`config.mk`:
```
export PLATFORM = sky130hd
export DESIGN_NAME = hack_run_controller
export DESIGN_NICKNAME = d
export VERILOG_FILES = /design/src/rtl/hack_run_controller.sv
export SDC_FILE = /design/constraint.sdc
export NUM_CORES = 1
export LEC_CHECK = 0
export ABC_CLOCK_PERIOD_IN_PS = 2200
export CAP_MARGIN = 20
export CORE_MARGIN = 2
export CORE_UTILIZATION = 30
export CTS_CLUSTER_DIAMETER = 30
export DETAILED_ROUTE_END_ITERATION = 16
export PLACE_DENSITY = 0.61
export SLEW_MARGIN = 20
export SYNTH_ARGS = -nofsm -noshare
export SYNTH_HDL_FRONTEND = slang
export SYNTH_SLANG_ARGS = --single-unit
```
`constraint.sdc`:
```
create_clock -name clock -period 2.2 [get_ports clock]
set_input_delay 0.44 -clock clock [delete_from_list [all_inputs] [get_ports clock]]
set_output_delay 0.44 -clock clock [all_outputs]
set_load 0.01 [all_outputs]
```
`src/rtl/hack_run_controller.sv`:
```
// Run/debug controller for a Hack CPU: decodes a byte command stream into ROM loads,
// run/halt/step control, a single PC breakpoint and CPU reset requests.
module hack_run_controller #(
    parameter int ADDR_WIDTH = 15
) (
    input  logic                  clock,
    input  logic                  reset_n,
    input  logic                  cmd_valid,
    input  logic [7:0]            cmd_data,
    output logic                  cmd_ready,
    input  logic [ADDR_WIDTH-1:0] pc,
    output logic                  cpu_hold,
    output logic                  cpu_reset,
    output logic                  rom_write,
    output logic [ADDR_WIDTH-1:0] rom_address,
    output logic [15:0]           rom_data,
    output logic                  running,
    output logic                  cmd_error
);

    localparam int HI_W = ADDR_WIDTH - 8;

    localparam logic [7:0] OP_LOAD   = 8'h4C;
    localparam logic [7:0] OP_RUN    = 8'h52;
    localparam logic [7:0] OP_HALT   = 8'h48;
    localparam logic [7:0] OP_STEP   = 8'h53;
    localparam logic [7:0] OP_BP_SET = 8'h42;
    localparam logic [7:0] OP_BP_CLR = 8'h43;
    localparam logic [7:0] OP_CPURST = 8'h5A;

    typedef enum logic [3:0] {
        ST_CPURST    = 4'd0,
        ST_HALTED    = 4'd1,
        ST_RUN       = 4'd2,
        ST_STEP      = 4'd3,
        ST_LD_CNT_HI = 4'd4,
        ST_LD_CNT_LO = 4'd5,
        ST_LD_HI     = 4'd6,
        ST_LD_LO     = 4'd7,
        ST_BP_HI     = 4'd8,
        ST_BP_LO     = 4'd9
    } state_t;

    state_t                  state_r;
    state_t                  next_state_s;
    state_t                  cmd_next_s;
    logic                    accept_s;
    logic                    cmd_state_s;
    logic                    bp_match_s;

    logic [7:0]              byte_hi_r;
    logic [15:0]             words_left_r;
    logic [ADDR_WIDTH-1:0]   ld_addr_r;
    logic [ADDR_WIDTH-1:0]   bp_addr_r;
    logic                    bp_enable_r;
    logic                    bp_armed_r;

    logic                    cmd_ready_r;
    logic                    cpu_reset_r;
    logic                    rom_write_r;
    logic [ADDR_WIDTH-1:0]   rom_address_r;
    logic [15:0]             rom_data_r;
    logic                    cmd_error_r;

    function automatic logic is_opcode(input logic [7:0] b);
        case (b)
            OP_LOAD, OP_RUN, OP_HALT, OP_STEP,
            OP_BP_SET, OP_BP_CLR, OP_CPURST: is_opcode = 1'b1;
            default:                         is_opcode = 1'b0;
        endcase
    endfunction

    // Opcode dispatch from HALTED or RUN; unknown bytes leave the state alone.
    function automatic state_t dispatch(input state_t cur, input logic [7:0] b);
        case (b)
            OP_LOAD:   dispatch = ST_LD_CNT_HI;
            OP_RUN:    dispatch = ST_RUN;
            OP_HALT:   dispatch = ST_HALTED;
            OP_STEP:   dispatch = (cur == ST_HALTED) ? ST_STEP : ST_HALTED;
            OP_BP_SET: dispatch = ST_BP_HI;
            OP_BP_CLR: dispatch = cur;
            OP_CPURST: dispatch = ST_CPURST;
            default:   dispatch = cur;
        endcase
    endfunction

    assign accept_s    = cmd_valid & cmd_ready_r;
    assign cmd_state_s = (state_r == ST_HALTED) || (state_r == ST_RUN);
    assign cmd_next_s  = accept_s ? dispatch(state_r, cmd_data) : state_r;
    assign bp_match_s  = bp_enable_r & bp_armed_r & (pc == bp_addr_r);

    // State register.
    always_ff @(posedge clock or negedge reset_n) begin
        if (!reset_n) begin
            state_r <= ST_CPURST;
        end else begin
            state_r <= next_state_s;
        end
    end

    // Next-state logic; operand states only ever advance on an accepted byte.
    always_comb begin
        next_state_s = state_r;
        case (state_r)
            ST_CPURST: next_state_s = ST_HALTED;
            ST_HALTED: next_state_s = cmd_next_s;
            ST_RUN: begin
                if (bp_match_s && (cmd_next_s == ST_RUN)) begin
                    next_state_s = ST_HALTED;
                end else begin
                    next_state_s = cmd_next_s;
                end
            end
            ST_STEP:      next_state_s = ST_HALTED;
            ST_LD_CNT_HI: next_state_s = accept_s ? ST_LD_CNT_LO : ST_LD_CNT_HI;
            ST_LD_CNT_LO: begin
                if (accept_s) begin
                    next_state_s = ({byte_hi_r, cmd_data} == 16'd0) ? ST_CPURST : ST_LD_HI;
                end else begin
                    next_state_s = ST_LD_CNT_LO;
                end
            end
            ST_LD_HI: next_state_s = accept_s ? ST_LD_LO : ST_LD_HI;
            ST_LD_LO: begin
                if (accept_s) begin
                    next_state_s = (words_left_r == 16'd1) ? ST_CPURST : ST_LD_HI;
                end else begin
                    next_state_s = ST_LD_LO;
                end
            end
            ST_BP_HI: next_state_s = accept_s ? ST_BP_LO : ST_BP_HI;
            ST_BP_LO: next_state_s = accept_s ? ST_HALTED : ST_BP_LO;
            default:  next_state_s = ST_CPURST;
        endcase
    end

    // Combinational outputs: the hold must react in the same cycle pc hits the breakpoint.
    always_comb begin
        cpu_hold = 1'b1;
        running  = 1'b0;
        case (state_r)
            ST_RUN: begin
                running  = 1'b1;
                cpu_hold = bp_match_s;
            end
            ST_STEP: begin
                running  = 1'b0;
                cpu_hold = 1'b0;
            end
            default: begin
                running  = 1'b0;
                cpu_hold = 1'b1;
            end
        endcase
    end

    // Operand capture, load counters and breakpoint registers.
    always_ff @(posedge clock or negedge reset_n) begin
        if (!reset_n) begin
            byte_hi_r    <= 8'h00;
            words_left_r <= 16'd0;
            ld_addr_r    <= '0;
            bp_addr_r    <= '0;
            bp_enable_r  <= 1'b0;
        end else if (accept_s) begin
            case (state_r)
                ST_LD_CNT_HI, ST_LD_HI, ST_BP_HI: byte_hi_r <= cmd_data;
                ST_LD_CNT_LO: words_left_r <= {byte_hi_r, cmd_data};
                ST_LD_LO: begin
                    words_left_r <= words_left_r - 16'd1;
                    ld_addr_r    <= ld_addr_r + ADDR_WIDTH'(1);
                end
                ST_BP_LO: begin
                    bp_addr_r   <= {byte_hi_r[HI_W-1:0], cmd_data};
                    bp_enable_r <= 1'b1;
                end
                ST_HALTED, ST_RUN: begin
                    if (cmd_data == OP_LOAD) begin
                        ld_addr_r <= '0;
                    end
                    if (cmd_data == OP_BP_CLR) begin
                        bp_enable_r <= 1'b0;
                    end
                end
                default: ;
            endcase
        end
    end

    // Breakpoint is disarmed for the first RUN cycle so a run from bp_addr makes progress.
    always_ff @(posedge clock or negedge reset_n) begin
        if (!reset_n) begin
            bp_armed_r <= 1'b0;
        end else if ((state_r != ST_RUN) && (next_state_s == ST_RUN)) begin
            bp_armed_r <= 1'b0;
        end else if (state_r == ST_RUN) begin
            bp_armed_r <= 1'b1;
        end
    end

    // Registered outputs, derived from the upcoming state and the accepted byte.
    always_ff @(posedge clock or negedge reset_n) begin
        if (!reset_n) begin
            cmd_ready_r   <= 1'b0;
            cpu_reset_r   <= 1'b1;
            rom_write_r   <= 1'b0;
            rom_address_r <= '0;
            rom_data_r    <= 16'h0000;
            cmd_error_r   <= 1'b0;
        end else begin
            cmd_ready_r <= (next_state_s != ST_CPURST) && (next_state_s != ST_STEP);
            cpu_reset_r <= (next_state_s == ST_CPURST);
            cmd_error_r <= accept_s && cmd_state_s && !is_opcode(cmd_data);
            rom_write_r <= accept_s && (state_r == ST_LD_LO);
            if (accept_s && (state_r == ST_LD_LO)) begin
                rom_address_r <= ld_addr_r;
                rom_data_r    <= {byte_hi_r, cmd_data};
            end
        end
    end

    assign cmd_ready   = cmd_ready_r;
    assign cpu_reset   = cpu_reset_r;
    assign rom_write   = rom_write_r;
    assign rom_address = rom_address_r;
    assign rom_data    = rom_data_r;
    assign cmd_error   = cmd_error_r;

endmodule

```
Yosys cells after proc, flatten, opt, wreduce, memory -nomap -nowiden

Cells that the tools add are included.

Add/subtract/negate cells: 2
Equal/unequal tests: 24
Muxes and demuxes: 23
Bitwise logic cells: 3
Reduce and logical (&&, ||, !) cells: 25

Operators with widths:

| cell                  | number |
|---|---|
| $eq 8x7->1 const B    | 7 |
| $pmux 4 s9            | 1 |
| $pmux 16 s2           | 1 |
| $pmux 15 s2           | 1 |
| $pmux 4 s6            | 1 |
| $eq 16x1->1 const B   | 1 |
| $eq 4x2->1 const B    | 4 |
| $eq 4x3->1 const B    | 4 |
| $logic_not 16->1      | 1 |
| $sub 16x1->16 const B | 1 |
| $add 15x1->15 const B | 1 |
| $eq 15x15->1          | 1 |
| $mux 15               | 1 |
| $mux 3                | 4 |
| $mux 4                | 3 |
| $eq 4x4->1 const B    | 2 |
| $logic_not 4->1       | 2 |
| $mux 1                | 8 |
| $ne 4x2->1 const B    | 2 |
| $reduce_bool 2->1     | 4 |
| $reduce_or 7->1       | 1 |
| $logic_and 1x1->1     | 6 |
| $reduce_and 2->1      | 3 |
| $reduce_and 3->1      | 2 |
| other kinds (10)      | 15 |

Register bits: 95
Input bits: 26
Output and inout port bits: 37
Word-level logic and storage cells: 90

Longest topological paths before layout

Word-level depth: 11
Depth in mapped cells: 9
Gate-level depth less buffers: 9

Worst setup path after synthesis

OpenSTA, ideal clock, no wires.

Path type: input-to-reg
From: in cmd_data[0]
To: reg cmd_ready_r, in the netlist cmd_ready
Library setup time: 138 ps
Data arrival time: 2,604 ps
Required time: 2,062 ps
Path slack: -542 ps
Cell stages on the path: 8
Path buffers: 1
Path through: buf_6 or4b_4 a2111oi_4 a21oi_1 mux2i_1 or3_4 and3_1 or4_1

Longest elaborated chain between the ends: 9
Elaborated cells on any way between the ends: 18
Classes of those cells: 8 x eq/ne; 6 x mux; 4 x reduce/logical

Ends and longest elaborated chain:

| item                                            | RTL line | text |
|---|---|---|
| start, declared                                 | 9        | `input logic [7:0] cmd_data,` |
| $eq 8x7->1                                      | 75       | `case (b)` |
| $pmux 4 s6                                      | 75       |  |
| $mux 4                                          | 89       | `assign cmd_next_s = accept_s ? dispatch(state_r, cmd_data) : state_r;` |
| $eq 4x2->1                                      | 108      | `if (bp_match_s && (cmd_next_s == ST_RUN)) begin` |
| $logic_and 1x1->1                               | 108      |  |
| $mux 4                                          | 108      |  |
| $pmux 4 s9 (*)                                  | 104      | `case (state_r)` |
| $ne 4x2->1 or $reduce_bool 4->1 (tied branches) | 211      | `cmd_ready_r <= (next_state_s != ST_CPURST) && (next_state_s != ST_STEP);` |
| $logic_and 1x1->1 (*)                           | 211      |  |
| end signal, assigned                            | 211      |  |
| end, declared                                   | 58       | `logic cmd_ready_r;` |

Every way passes the cells marked *; elsewhere a longest branch is shown, timed or not.
A chain may end at the register's enable or synchronous reset.

Worst setup path in the final report

From: in cmd_data[4]
To: reg cmd_ready_r, in the netlist cmd_ready

The elaborated chain is that of the path after synthesis.

==> flow_summary.toml <==
[sta]
setup_viol = 3
setup-tns-final_ns = -0.546
post-route-period-util = 1.13
maxSlewHeadroom = 0.640
finalCriticalPeriod_ns = 2.49
finalWorstSetupSlack_ns = -0.289
final-hold-violation-count = 0
tightest_slew_ns = 0.532
fin_skew_ns = 0.0117
rsz0062_at_grt = "true"
holdWs_ns = 0.0963
fmax_mhz = 402
finalMaxSlewViolations = 0

[final_layout]
post-route-util = 0.421
area_delta_synth_final_pct = 38.7
nNetsFinal = 677
antenna-diode-count = 0
drive_above_1_share = 0.251

[worst_setup_path]
crit_path_start_kind = "input port"
r2r_end = "cmd_ready$_DFF_PN0_"
reg2reg_depth = 7
critPathLaunch = "cmd_data[4]"
crit_fanout = 3
crit_buf_inv = 1
rrSetupSlack_ns = -0.23
cp_cell_sequence = "buf_6 > or4b_4 > a2111oi_4 > nor2_1 > o2111a_1 > or3_4 > and3_1 > or4_1"
reg2reg_from = "state_r[1]$_DFF_PN0_"
cp_top_family = "simple AND/OR/NAND/NOR gates"
worstPathArrival_ns = 2.72
slowest_delay_ns = 0.56
crit_required_ns = 2.43
crit_path_end_kind = "register"
worst_path_max_delay_cell = "or4b_4"
criticalPathCategory = "input port to register"

[die]
dieHeight_um = 130
core_mm2 = 0.0157
start_util = 0.303
fp-row-count = 46
die_area_mm2 = 0.0169
ioPinCount = 63
die_w_um = 130

[grt]
grt_first_pass_wirelength_um = 21700
grt.overflow.total = 0
grt_pass1_vias = 4437
grt_max_degree = 96
antenna_found_initial = 0
track_usage = 0.163

[route]
wirelength_um = 12900
wire_per_inst_um = 14.8
drt_iter0_markers = 279
first_pass_iters = 5
postRouteAntennaNets = 0
via_per_inst = 4.92
dr_total_vias = 4274
drc = 0

[placed_design]
io_buffer_count = 62
dp_slack_ns = -0.932
post-dp-hpwl_um = 9190
gpl.final_weighted_congestion = 0.863

[synthesis]
synth_ff_type = "dfrtp_1"
synth-edff-count = 0
synth_area_per_cell_um2 = 9.31
yosysUniqueCellTypes = 56
async_flop_share = 1.00
ys_ff_latch = 95
syn-num-nets = 541
yosys_warnings = 0
synth-seq-area-share = 0.499
syn_inst = 512
netlist_area_mm2 = 0.00477

[power]
ir_worst_vdd_mv = 0.567
clkPwrFrac = 0.224
switching_share = 0.361
powerDensity_mw_per_mm2 = 1100
p_int_mw = 4.64
fin_total_pwr_mw = 7.27
leakagePower_nw = 3.00
p_switching_mw = 2.63
p_seq_frac = 0.352
power_frac_comb = 0.424

[cts]
htreeDepth = 3
cts_root_buf = "clkbuf_16"
ctsHoldBuffers = 0
clk_latency_ns = 0.36
cts.sinks = 95
cts_tree = "yes"
clkTransAtPathRegs_ns = 0.07
cts_buffers = 9
cts_buffer_depth = 2

[job]
maxCapViolCount = 0

[status]
status = "finished with violations"
violations = "setup timing"

[min_path]
hp-class = "input port to async pin"
what timing repair did:
item | in CTS | in global routing
buffers inserted | 2 | 0
gates resized for setup | 50 | 10
setup endpoints to repair | 12 | 9
pin swaps | 18 | 4
flip-flops by register name, indices dropped and copies added (netlist names):
signal        flops
rom_data         16
words_left_r     16
bp_addr_r        15
ld_addr_r        15
rom_address      15
byte_hi_r         8
state_r           4
bp_armed_r        1
bp_enable_r       1
cmd_error         1
cmd_ready         1
cpu_reset         1
rom_write         1
cells in the mapped netlist, types with 6 or more instances:
cell type,instances,area share
nor4_1,7,0.0092
xnor2_1,14,0.026
o22ai_1,9,0.012
nand3_1,14,0.015
mux2_2,23,0.054
nor2_1,39,0.031
inv_1,7,0.0055
o21ai_0,18,0.019
nand4_1,9,0.012
xor2_1,13,0.024
nand2_1,126,0.099
dfrtp_1,94,0.49
clkbuf_1,17,0.013
a21oi_1,28,0.029
or3_1,6,0.0079
nand2b_1,7,0.0092
nor3_1,13,0.014
worst max-delay path by stage:
stage,end,slack (ns),cells after the start
detailed placement,cpu_hold,-0.93,8
finish,cmd_ready$_DFF_PN0_,-0.29,8
floorplan,cmd_ready$_DFF_PN0_,-0.43,8
global route,cmd_ready$_DFF_PN0_,-0.37,8
CTS,cpu_hold,-0.28,7
global placement,cpu_hold,-0.92,8
cells in the final DEF, fill, tap and decap left out, types with 2 or more instances in the layout:
| cell type | Yosys | layout |
|---|---|---|
| a2111oi_0 | 3 | 3 |
| a211oi_1 | 2 | 2 |
| a21o_1 | 3 | 3 |
| a21oi_1 | 28 | 27 |
| and2_4 | 0 | 2 |
| and3_1 | 4 | 4 |
| buf_2 | 0 | 3 |
| buf_4 | 2 | 88 |
| buf_6 | 3 | 3 |
| clkbuf_16 | 0 | 9 |
| clkdlybuf4s50_1 | 0 | 47 |
| dfrtp_1 | 94 | 94 |
| dlygate4sd2_1 | 0 | 6 |
| ha_1 | 3 | 3 |
| inv_1 | 7 | 7 |
| inv_6 | 0 | 2 |
| mux2_2 | 23 | 23 |
| mux2i_1 | 2 | 2 |
| nand2_1 | 126 | 125 |
| nand2b_1 | 7 | 7 |
| nand3_1 | 14 | 13 |
| nand4_1 | 9 | 9 |
| nor2_1 | 39 | 37 |
| nor2b_1 | 4 | 3 |
| nor3_1 | 13 | 9 |
| nor3_2 | 0 | 4 |
| nor3b_2 | 0 | 2 |
| nor4_2 | 0 | 5 |
| nor4b_1 | 2 | 2 |
| o2111a_1 | 2 | 2 |
| o21a_1 | 2 | 2 |
| o21ai_0 | 18 | 18 |
| o22ai_1 | 9 | 9 |
| o41ai_1 | 2 | 2 |
| or3_1 | 6 | 4 |
| or3_4 | 1 | 3 |
| or4_1 | 4 | 4 |
| xnor2_1 | 14 | 14 |
| xor2_1 | 13 | 13 |
through the flow:
step,instances,cell area (µm²)
detailed placement,851,6190
CTS,869,6570
floorplan,512,4780
global route,869,6610
global placement,851,6190
finish,869,6610
layer usage:
layer / share of wire / track usage / up-vias
li1: - / - / 2045
met1: 0.44 / 0.208 / 2077
met2: 0.49 / 0.273 / 129
met3: 0.050 / 0.0402 / 23
met4: 0.017 / 0.0525 / 0
met5: 0 / 0 / -
power groups by stage:
stage | registers (mW) | logic (mW) | clock network, mW
floorplan | 2.65 | 1.36 | 0
global placement | 2.56 | 2.88 | 0
detailed placement | 2.57 | 2.95 | 0
CTS | 2.54 | 3.03 | 1.67
global route | 2.62 | 3.40 | 1.74
finish | 2.56 | 3.08 | 1.63
kinds of logic (layout without fill, tap and decap cells):
kind of cell / Yosys count / in the layout / synth area share
fa+ha+maj: 3 / 3 / 0.00787
simple gates: 250 / 250 / 0.243
flops: 95 / 95 / 0.499
mux: 25 / 25 / 0.0585
xor+xnor: 27 / 27 / 0.0496
compound gates: 79 / 79 / 0.107
buf+inv: 33 / 174 / 0.0346
final cells by class:
| type | instances | area, µm² |
|---|---|---|
| Tap cell | 216 | 270 |
| Clock buffer | 11 | 243 |
| Sequential cell | 95 | 2380 |
| Multi-Input combinational cell | 384 | 2350 |
| Fill cell | 1546 | 9100 |
| Clock inverter | 5 | 63.8 |
| Timing Repair Buffer | 151 | 1290 |
| Inverter | 7 | 26.3 |
Power figures use the tool's default switching activity.
